**config.mk**
```make
export PLATFORM = sky130hd
export DESIGN_NAME = stack_op_controller_flat
export DESIGN_NICKNAME = d
export VERILOG_FILES = /design/src/rtl/stack_op_if.sv /design/src/rtl/stack_op_controller.sv /design/src/flat_wrapper.sv
export SDC_FILE = /design/constraint.sdc
export NUM_CORES = 1
export LEC_CHECK = 0
export ABC_AREA = 1
export ABC_CLOCK_PERIOD_IN_PS = 1880
export CORE_MARGIN = 4
export CORE_UTILIZATION = 41
export DETAILED_ROUTE_END_ITERATION = 16
export GPL_TIMING_DRIVEN = 1
export PLACE_DENSITY = 0.77
export SLEW_MARGIN = 10
export SYNTH_ARGS = -nofsm -noshare
export SYNTH_HDL_FRONTEND = slang
export SYNTH_SLANG_ARGS = --single-unit
```
**constraint.sdc**
```tcl
create_clock -name clk -period 1.88 [get_ports clk]
set_input_delay 0.282 -clock clk [delete_from_list [all_inputs] [get_ports clk]]
set_output_delay 0.282 -clock clk [all_outputs]
set_load 0.01 [all_outputs]
```
**src/rtl/stack_op_if.sv**
```systemverilog
// Command/response and datapath-drive signals of stack_op_controller.
// The slave modport is the controller; the master modport is the requester plus datapath.
interface stack_op_if #(
    parameter int WIDTH = 16,
    parameter int DEPTH = 8
);
    localparam int DW = $clog2(DEPTH + 1);

    logic             cmd_valid;
    logic             cmd_ready;
    logic [1:0]       cmd_op;
    logic [2:0]       cmd_alu;
    logic [WIDTH-1:0] cmd_data;
    logic [3:0]       stack_action;
    logic [2:0]       alu_code;
    logic [WIDTH-1:0] stack_in;
    logic [WIDTH-1:0] top;
    logic [WIDTH-1:0] alu_result;
    logic             rsp_valid;
    logic [WIDTH-1:0] rsp_data;
    logic             rsp_err;
    logic [DW-1:0]    depth;
    logic [7:0]       err_count;

    modport slave (
        input  cmd_valid, cmd_op, cmd_alu, cmd_data, top, alu_result,
        output cmd_ready, stack_action, alu_code, stack_in,
               rsp_valid, rsp_data, rsp_err, depth, err_count
    );

    modport master (
        output cmd_valid, cmd_op, cmd_alu, cmd_data, top, alu_result,
        input  cmd_ready, stack_action, alu_code, stack_in,
               rsp_valid, rsp_data, rsp_err, depth, err_count
    );
endinterface

```
**src/rtl/stack_op_controller.sv**
```systemverilog
// Expands PUSH/POP/DUP/ALU macro commands into per-cycle stack datapath actions.
// Optional: define STACK_CTRL_ERRCNT_EN to build the saturating rejected-command counter.
module stack_op_controller #(
    parameter int WIDTH = 16,
    parameter int DEPTH = 8
) (
    input  logic      clk,
    input  logic      rst,
    stack_op_if.slave bus
);
    localparam int            DW        = $clog2(DEPTH + 1);
    localparam logic [DW-1:0] DEPTH_MAX = DW'(DEPTH);
    localparam logic [DW-1:0] ONE       = DW'(1);
    localparam logic [DW-1:0] TWO       = DW'(2);

    localparam logic [1:0] OP_PUSH = 2'b00;
    localparam logic [1:0] OP_POP  = 2'b01;
    localparam logic [1:0] OP_ALU  = 2'b10;
    localparam logic [1:0] OP_DUP  = 2'b11;

    localparam logic [3:0] ACT_PUSH = 4'b1000;
    localparam logic [3:0] ACT_POP  = 4'b0001;
    localparam logic [3:0] ACT_HOLD = 4'b0000;

    typedef enum logic [3:0] {
        S_IDLE   = 4'd0,
        S_PUSH   = 4'd1,
        S_POP    = 4'd2,
        S_ALU    = 4'd3,
        S_POP_A  = 4'd4,
        S_POP_B  = 4'd5,
        S_PUSH_R = 4'd6,
        S_DUP    = 4'd7,
        S_RESP   = 4'd8
    } state_t;

    state_t           state_r;
    state_t           state_s;
    logic             legal_s;
    logic             accept_s;
    logic             ready_s;
    logic             rsp_valid_s;
    logic [3:0]       action_s;
    logic [WIDTH-1:0] stack_in_s;
    logic [2:0]       code_r;
    logic [WIDTH-1:0] data_r;
    logic [WIDTH-1:0] result_r;
    logic [WIDTH-1:0] rsp_data_r;
    logic             rsp_err_r;
    logic [DW-1:0]    depth_r;

    assign accept_s = (state_r == S_IDLE) && bus.cmd_valid;

    // Occupancy check of the offered command against the current depth
    always_comb begin
        legal_s = 1'b0;
        case (bus.cmd_op)
            OP_PUSH: legal_s = (depth_r < DEPTH_MAX);
            OP_POP:  legal_s = (depth_r >= ONE);
            OP_ALU:  legal_s = (depth_r >= TWO);
            OP_DUP:  legal_s = (depth_r >= ONE) && (depth_r < DEPTH_MAX);
            default: legal_s = 1'b0;
        endcase
    end

    // State register
    always_ff @(posedge clk or posedge rst) begin
        if (rst) begin
            state_r <= S_IDLE;
        end else begin
            state_r <= state_s;
        end
    end

    // Next-state and per-state datapath drive
    always_comb begin
        state_s     = state_r;
        ready_s     = 1'b0;
        rsp_valid_s = 1'b0;
        action_s    = ACT_HOLD;
        stack_in_s  = '0;
        case (state_r)
            S_IDLE: begin
                ready_s = 1'b1;
                if (bus.cmd_valid) begin
                    if (!legal_s) begin
                        state_s = S_RESP;
                    end else begin
                        case (bus.cmd_op)
                            OP_PUSH: state_s = S_PUSH;
                            OP_POP:  state_s = S_POP;
                            OP_ALU:  state_s = S_ALU;
                            OP_DUP:  state_s = S_DUP;
                            default: state_s = S_RESP;
                        endcase
                    end
                end else begin
                    state_s = S_IDLE;
                end
            end
            S_PUSH: begin
                action_s   = ACT_PUSH;
                stack_in_s = data_r;
                state_s    = S_RESP;
            end
            S_POP: begin
                action_s = ACT_POP;
                state_s  = S_RESP;
            end
            S_DUP: begin
                // top is forwarded combinationally so the datapath pushes a copy of itself
                action_s   = ACT_PUSH;
                stack_in_s = bus.top;
                state_s    = S_RESP;
            end
            S_ALU:   state_s = S_POP_A;
            S_POP_A: begin
                action_s = ACT_POP;
                state_s  = S_POP_B;
            end
            S_POP_B: begin
                action_s = ACT_POP;
                state_s  = S_PUSH_R;
            end
            S_PUSH_R: begin
                action_s   = ACT_PUSH;
                stack_in_s = result_r;
                state_s    = S_RESP;
            end
            S_RESP: begin
                rsp_valid_s = 1'b1;
                state_s     = S_IDLE;
            end
            default: state_s = S_IDLE;
        endcase
    end

    // Command latch at handshake; verdict of the legality check kept for the response
    always_ff @(posedge clk or posedge rst) begin
        if (rst) begin
            code_r    <= 3'b000;
            data_r    <= '0;
            rsp_err_r <= 1'b0;
        end else if (accept_s) begin
            code_r    <= bus.cmd_alu;
            data_r    <= bus.cmd_data;
            rsp_err_r <= ~legal_s;
        end else begin
            code_r    <= code_r;
            data_r    <= data_r;
            rsp_err_r <= rsp_err_r;
        end
    end

    // Occupancy tracking and result capture, mirroring the action issued each cycle
    always_ff @(posedge clk or posedge rst) begin
        if (rst) begin
            depth_r    <= '0;
            result_r   <= '0;
            rsp_data_r <= '0;
        end else begin
            case (state_r)
                S_PUSH: begin
                    rsp_data_r <= data_r;
                    depth_r    <= depth_r + ONE;
                end
                S_POP: begin
                    rsp_data_r <= bus.top;
                    depth_r    <= depth_r - ONE;
                end
                S_DUP: begin
                    rsp_data_r <= bus.top;
                    depth_r    <= depth_r + ONE;
                end
                S_ALU:   result_r <= bus.alu_result;
                S_POP_A: depth_r  <= depth_r - ONE;
                S_POP_B: depth_r  <= depth_r - ONE;
                S_PUSH_R: begin
                    rsp_data_r <= result_r;
                    depth_r    <= depth_r + ONE;
                end
                default: depth_r <= depth_r;
            endcase
        end
    end

`ifdef STACK_CTRL_ERRCNT_EN
    logic [7:0] err_count_r;

    // Saturating count of rejected commands, cleared only by reset
    always_ff @(posedge clk or posedge rst) begin
        if (rst) begin
            err_count_r <= 8'd0;
        end else if (accept_s && !legal_s && (err_count_r != 8'hFF)) begin
            err_count_r <= err_count_r + 8'd1;
        end else begin
            err_count_r <= err_count_r;
        end
    end

    assign bus.err_count = err_count_r;
`else
    assign bus.err_count = 8'd0;
`endif

    assign bus.cmd_ready    = ready_s;
    assign bus.rsp_valid    = rsp_valid_s;
    assign bus.stack_action = action_s;
    assign bus.stack_in     = stack_in_s;
    assign bus.alu_code     = code_r;
    assign bus.rsp_data     = rsp_data_r;
    assign bus.rsp_err      = rsp_err_r;
    assign bus.depth        = depth_r;
endmodule

```
**src/flat_wrapper.sv**
```systemverilog
// flat-port wrapper written by rule: the top's interface ports become plain ports
module stack_op_controller_flat 
#(
    parameter int WIDTH = 16,
    parameter int DEPTH = 8
)
  (clk, rst, bus_cmd_valid, bus_cmd_op, bus_cmd_alu, bus_cmd_data, bus_top, bus_alu_result, bus_cmd_ready, bus_stack_action, bus_alu_code, bus_stack_in, bus_rsp_valid, bus_rsp_data, bus_rsp_err, bus_depth, bus_err_count);
  stack_op_if #(.WIDTH(WIDTH), .DEPTH(DEPTH)) bus_i ();
  input  logic clk;
  input  logic rst;
  input wire logic [$bits(bus_i.cmd_valid)-1:0] bus_cmd_valid;
  input wire logic [$bits(bus_i.cmd_op)-1:0] bus_cmd_op;
  input wire logic [$bits(bus_i.cmd_alu)-1:0] bus_cmd_alu;
  input wire logic [$bits(bus_i.cmd_data)-1:0] bus_cmd_data;
  input wire logic [$bits(bus_i.top)-1:0] bus_top;
  input wire logic [$bits(bus_i.alu_result)-1:0] bus_alu_result;
  output wire logic [$bits(bus_i.cmd_ready)-1:0] bus_cmd_ready;
  output wire logic [$bits(bus_i.stack_action)-1:0] bus_stack_action;
  output wire logic [$bits(bus_i.alu_code)-1:0] bus_alu_code;
  output wire logic [$bits(bus_i.stack_in)-1:0] bus_stack_in;
  output wire logic [$bits(bus_i.rsp_valid)-1:0] bus_rsp_valid;
  output wire logic [$bits(bus_i.rsp_data)-1:0] bus_rsp_data;
  output wire logic [$bits(bus_i.rsp_err)-1:0] bus_rsp_err;
  output wire logic [$bits(bus_i.depth)-1:0] bus_depth;
  output wire logic [$bits(bus_i.err_count)-1:0] bus_err_count;
  assign bus_i.cmd_valid = bus_cmd_valid;
  assign bus_i.cmd_op = bus_cmd_op;
  assign bus_i.cmd_alu = bus_cmd_alu;
  assign bus_i.cmd_data = bus_cmd_data;
  assign bus_i.top = bus_top;
  assign bus_i.alu_result = bus_alu_result;
  assign bus_cmd_ready = bus_i.cmd_ready;
  assign bus_stack_action = bus_i.stack_action;
  assign bus_alu_code = bus_i.alu_code;
  assign bus_stack_in = bus_i.stack_in;
  assign bus_rsp_valid = bus_i.rsp_valid;
  assign bus_rsp_data = bus_i.rsp_data;
  assign bus_rsp_err = bus_i.rsp_err;
  assign bus_depth = bus_i.depth;
  assign bus_err_count = bus_i.err_count;
  stack_op_controller #(.WIDTH(WIDTH), .DEPTH(DEPTH)) u_core (.clk(clk), .rst(rst), .bus(bus_i));
endmodule
```
# After elaboration in Yosys (flattened, before gate mapping)

Index checks and enable logic that the tools add are counted.

Register bits after elaboration: 60
Output and inout port bits: 54
Word-level logic and storage cells: 45
Input port bits: 56

$lt $le $gt $ge: 3
Reductions and logical operators: 10
Equality and inequality tests: 11
Muxes and demuxes: 11
$add $sub $neg: 2
Bitwise operators: 1

Operator list:

| cell                                                                   | count |
|---|---|
| 16-bit one-hot mux with 3 select lines                                 | 2 |
| 4-bit one-hot mux with 5 select lines                                  | 1 |
| 4-bit by 3-bit equality test with 1-bit output (second input constant) | 4 |
| 4-bit one-hot mux with 2 select lines                                  | 2 |
| 4-bit one-hot mux with 4 select lines                                  | 1 |
| 4-bit by 2-bit equality test with 1-bit output (second input constant) | 2 |
| 4-bit two-way mux                                                      | 2 |
| 3-bit OR reduction                                                     | 2 |
| 4-bit by 1-bit adder with 4-bit output (second input constant)         | 1 |
| 2-bit equality test (second input constant)                            | 2 |
| 4-bit by 1-bit equality test with 1-bit output (second input constant) | 1 |
| 4-bit equality test (second input constant)                            | 1 |
| 4-bit by 1-bit >= comparator with 1-bit output (second input constant) | 1 |
| 4-bit by 2-bit >= comparator with 1-bit output (second input constant) | 1 |
| 4-bit zero test                                                        | 1 |
| 4-bit less-than comparator (second input constant)                     | 1 |
| 1-bit one-hot mux with 4 select lines                                  | 1 |
| 4-bit OR reduction                                                     | 1 |
| 4-bit by 1-bit subtractor with 4-bit output (second input constant)    | 1 |
| 3-bit nonzero test                                                     | 1 |
| 2-bit by 1-bit equality test with 1-bit output (second input constant) | 1 |
| 1-bit logical AND                                                      | 2 |
| 2-bit zero test                                                        | 1 |
| 1-bit two-way mux                                                      | 2 |
| 3 further kinds                                                        | 3 |

# Longest topological paths before layout

Depth in word-level cells: 6
Gate-level depth with buffers: 9
Gate-level depth less buffers: 9

# Worst setup path before layout

No wires, ideal clock.

Path type: register -> output
Start point: register u_core.state_r[2]
End point: output bus_stack_in[12]
Cell stages (with the launch flop): 8
Required time: 1.598 ns
Arrival: 1.267 ns
Setup slack: 0.331 ns
Buffers on the path: 1
Cell sequence: dfrtp_1 inv_2 nor2_2 nand2_1 inv_1 clkbuf_1 nand2_1 o211ai_1

Word-level cells in the longest chain between the ends: 2
Elaborated cells on any way between the ends: 4
Classes of those cells: eq/ne (3); mux (1)

Ends and longest elaborated chain:

| item                                                                                                                    | line                      | text |
|---|---|---|
| start, declared                                                                                                         | stack_op_controller.sv:37 | `state_t state_r;` |
| start signal, assigned                                                                                                  | stack_op_controller.sv:71 | `state_r <= state_s;` |
| 4-bit by 3-bit equality test with 1-bit output / 4-bit by 1-bit equality test with 1-bit output (equally long branches) | stack_op_controller.sv:82 | `case (state_r)` |
| 16-bit one-hot mux with 3 select lines (*)                                                                              | stack_op_controller.sv:82 |  |
| end, declared                                                                                                           | flat_wrapper.sv:20        | `output wire logic [$bits(bus_i.stack_in)-1:0] bus_stack_in;` |

Every way passes the cells marked *; elsewhere a longest branch is shown, timed or not.

# Worst setup path after layout

Start point: register u_core.state_r[3]
End point: output bus_stack_in[14]

The elaborated chain is that of the path after synthesis.

==> impl_metrics.ini <==
[global_route]
grt_max_degree = 61
grt_pass1_wl_um = 14100
grt_overflow_total = 0
antenna_found_initial = 0
grt.total_usage_pct = 20.2
grt_pass1_vias = 3055

[job]
cap_violations = 0

[worst_setup_path]
end_kind = primary output
regToRegSetupSlack_ns = 0.11
crit_chain = buf_4 > nor2_4 > nand2_4 > buf_4 > o211ai_1 > buf_2
cp-startpoint = u_core.state_r[3]$_DFF_PP0_
critPathRequiredTime_ns = 1.60
cp_slowest_cell = dfrtp_1
slowest_delay_ns = 0.41
crit_type = reg2out
r2r_start = u_core.state_r[3]$_DFF_PP0_
startpoint_type = flop
worst-path-max-fanout = 6
arrival_ns = 1.59
crit_top_cell = buf_4

[floorplanning]
pin_count = 110
rows = 31
die_w_um = 95.9
die_h_um = 95.9
fp.coreArea_um2 = 7370
initial_core_util_pct = 43.0
design.die.area_um2 = 9190

[timing]
final.setup_skew_ns = 0.00992
fmax_mhz = 535
fin_setup_tns_ns = 0
fin_crit_sh_pct = 99.3
drv_slew = 0
period_needed_ns = 1.87
finalSetupViolCount = 0
rsz0062_at_grt = true
setup_slack_ns = 0.0123
finalHoldViolCount = 0

[layout]
syn_to_final_growth_pct = 47.4
antennaDiodeCount = 0
layout_common_cells = nand2_1 (191), clkdlybuf4s50_1 (79), dfrtp_1 (60), buf_4 (29), nand3_1 (28)
fin_area_um2 = 4670
final_common_cell = nand2_1
fill_cells = 623
final-seq-area_um2 = 1500
fin_util_pct = 63.3
multi_input_area_um2 = 1480
nNetsFinal = 594
post_route_cells_drive_above_1_share_pct = 19.7

[logic_synthesis]
ys_top_cells_by_area = dfrtp_1 (47%), nand2_1 (23%), mux2_2 (5.7%)
netlist_instances = 401
muxShareOfSynthArea_pct = 5.69
yosysUniqueCellTypes = 25
synth-xor-area-share_pct = 1.11
synthesis.area_um2 = 3170
synth-compound-area-share_pct = 4.74
yosysTopAreaCell = dfrtp_1
synth_warnings = 0
ys_ff_latch = 60
ys_seq_area_share_pct = 47.4
yosysTopAreaCellShare_pct = 47.4
synth-simple-area-share_pct = 31.7
synth_fa_ha_area_share_pct = 1.58
avgSynthCellArea_um2 = 7.89
synth_top_family_by_area = simple AND/OR/NAND/NOR gates

[route]
drt_pass1_iterations = 4
drc = 0
via_per_inst = 4.85
routed_wl_um = 8890
via_count = 3094
antenna_left = 0
drt-initial-drc-count = 162
post_drt_wl_per_cell_um = 13.9

[power_and_ir_drop]
power_density_nw_per_um2 = 1480
finalPower_mw = 6.91
ir_drop_mv = 0.759
total_leakage_power_nw = 2.35

[clock_network]
path_clk_slew_ns = 0.06
cts.sinks = 60
clkLatencyLatePin_ns = 0.33
root_buffer = clkbuf_8
cts_tree = yes
numCtsBuffers = 9
cts_buffer_depth = 2
htree_levels = 3

[place]
portBuffers = 99
place_hpwl_um = 6590
dp_slack_ns = -0.133
gp_congestion = 0.890
placed_area_um2 = 4470

[outcome]
status = complete, no violations

[min_path]
hold_path.class = in2async
[synth_stat cells, drive strengths merged]
cell type and number:
nand2 197, xor2 3, buf 18, inv 27, dfrtp 60, a21oi 1, o21ai 13, nor2 15
conb 1, o211ai 10, nor3 2, ha 4, nand3 30, clkbuf 3, mux2 16, xnor2 1
[metal layers]
layer	track usage, %	wire [um]	up-vias
li1	-	-	1510
met1	24.7	3630	1464
met2	33.8	4480	104
met3	4.22	580	16
met4	10.1	196	0
met5	0	0	-
[final timing paths]
path | to | cells past startpoint
worst max-delay path | bus_stack_in[14] | 6
worst min register to register | u_core.bus.rsp_data[6]$_DFFE_PP0P_ | 2
worst min-delay path | u_core.bus.rsp_err$_DFFE_PP0P_ | 3
min in group clk | u_core.bus.rsp_data[6]$_DFFE_PP0P_ | 2
max in group asynchronous | u_core.state_r[2]$_DFF_PP0_ | 3
worst max register to register | u_core.bus.rsp_data[4]$_DFFE_PP0P_ | 10
[critical path, delay by kind of cell (launching register included)]
family          cells  cell delay (ns)
compound gates      1             0.17
buf+inv             3             0.50
flops               1             0.41
simple gates        2             0.18
[power breakdown]
group / total (mW) / switching (mW) / internal, mW
Clock: 1.35 / 0.497 / 0.856
Sequential: 2.32 / 0.414 / 1.91
Combinational: 3.23 / 1.69 / 1.54
Total: 6.91 / 2.60 / 4.30
[flip-flops by register name, indices dropped and copies added (netlist names)]
| name | count |
|---|---|
| u_core.bus.rsp_data | 16 |
| u_core.data_r | 16 |
| u_core.result_r | 16 |
| u_core.bus.depth | 4 |
| u_core.state_r | 4 |
| u_core.bus.alu_code | 3 |
| u_core.bus.rsp_err | 1 |
[logic make-up after synthesis]
kind of cell / count (synthesis)
AND/OR/NAND/NOR: 244
buffers and inverters: 48
adder cells (fa/ha/maj): 4
XOR/XNOR: 4
flip-flops: 60
other: 1
multiplexers: 16
AO/OA/AOI/OAI: 24
[metrics by stage]
step / hold WS (ns) / cells
after floorplan: 0.392 / 410
after global placement: 0.462 / 619
after detailed placement: 0.468 / 619
after CTS: 0.329 / 636
after global routing: 0.339 / 638
final: 0.316 / 638
[repair_timing]
action | in CTS | in global routing
setup endpoints to repair | 20 | 19
gates resized for setup | 76 | 10
pin swaps | 2 | 1
hold buffers | 0 | 0
setup buffers | 1 | 2
[final cells by class]
cell class	instances	area share (%)
inverter	27	2.31
sequential	60	32.2
clock buffer	13	3.62
timing repair buffer	134	26.1
multi-input combinational	302	31.6
tap	99	2.65
clock inverter	3	1.45
No activity file was read; power rests on OpenSTA's default activity.
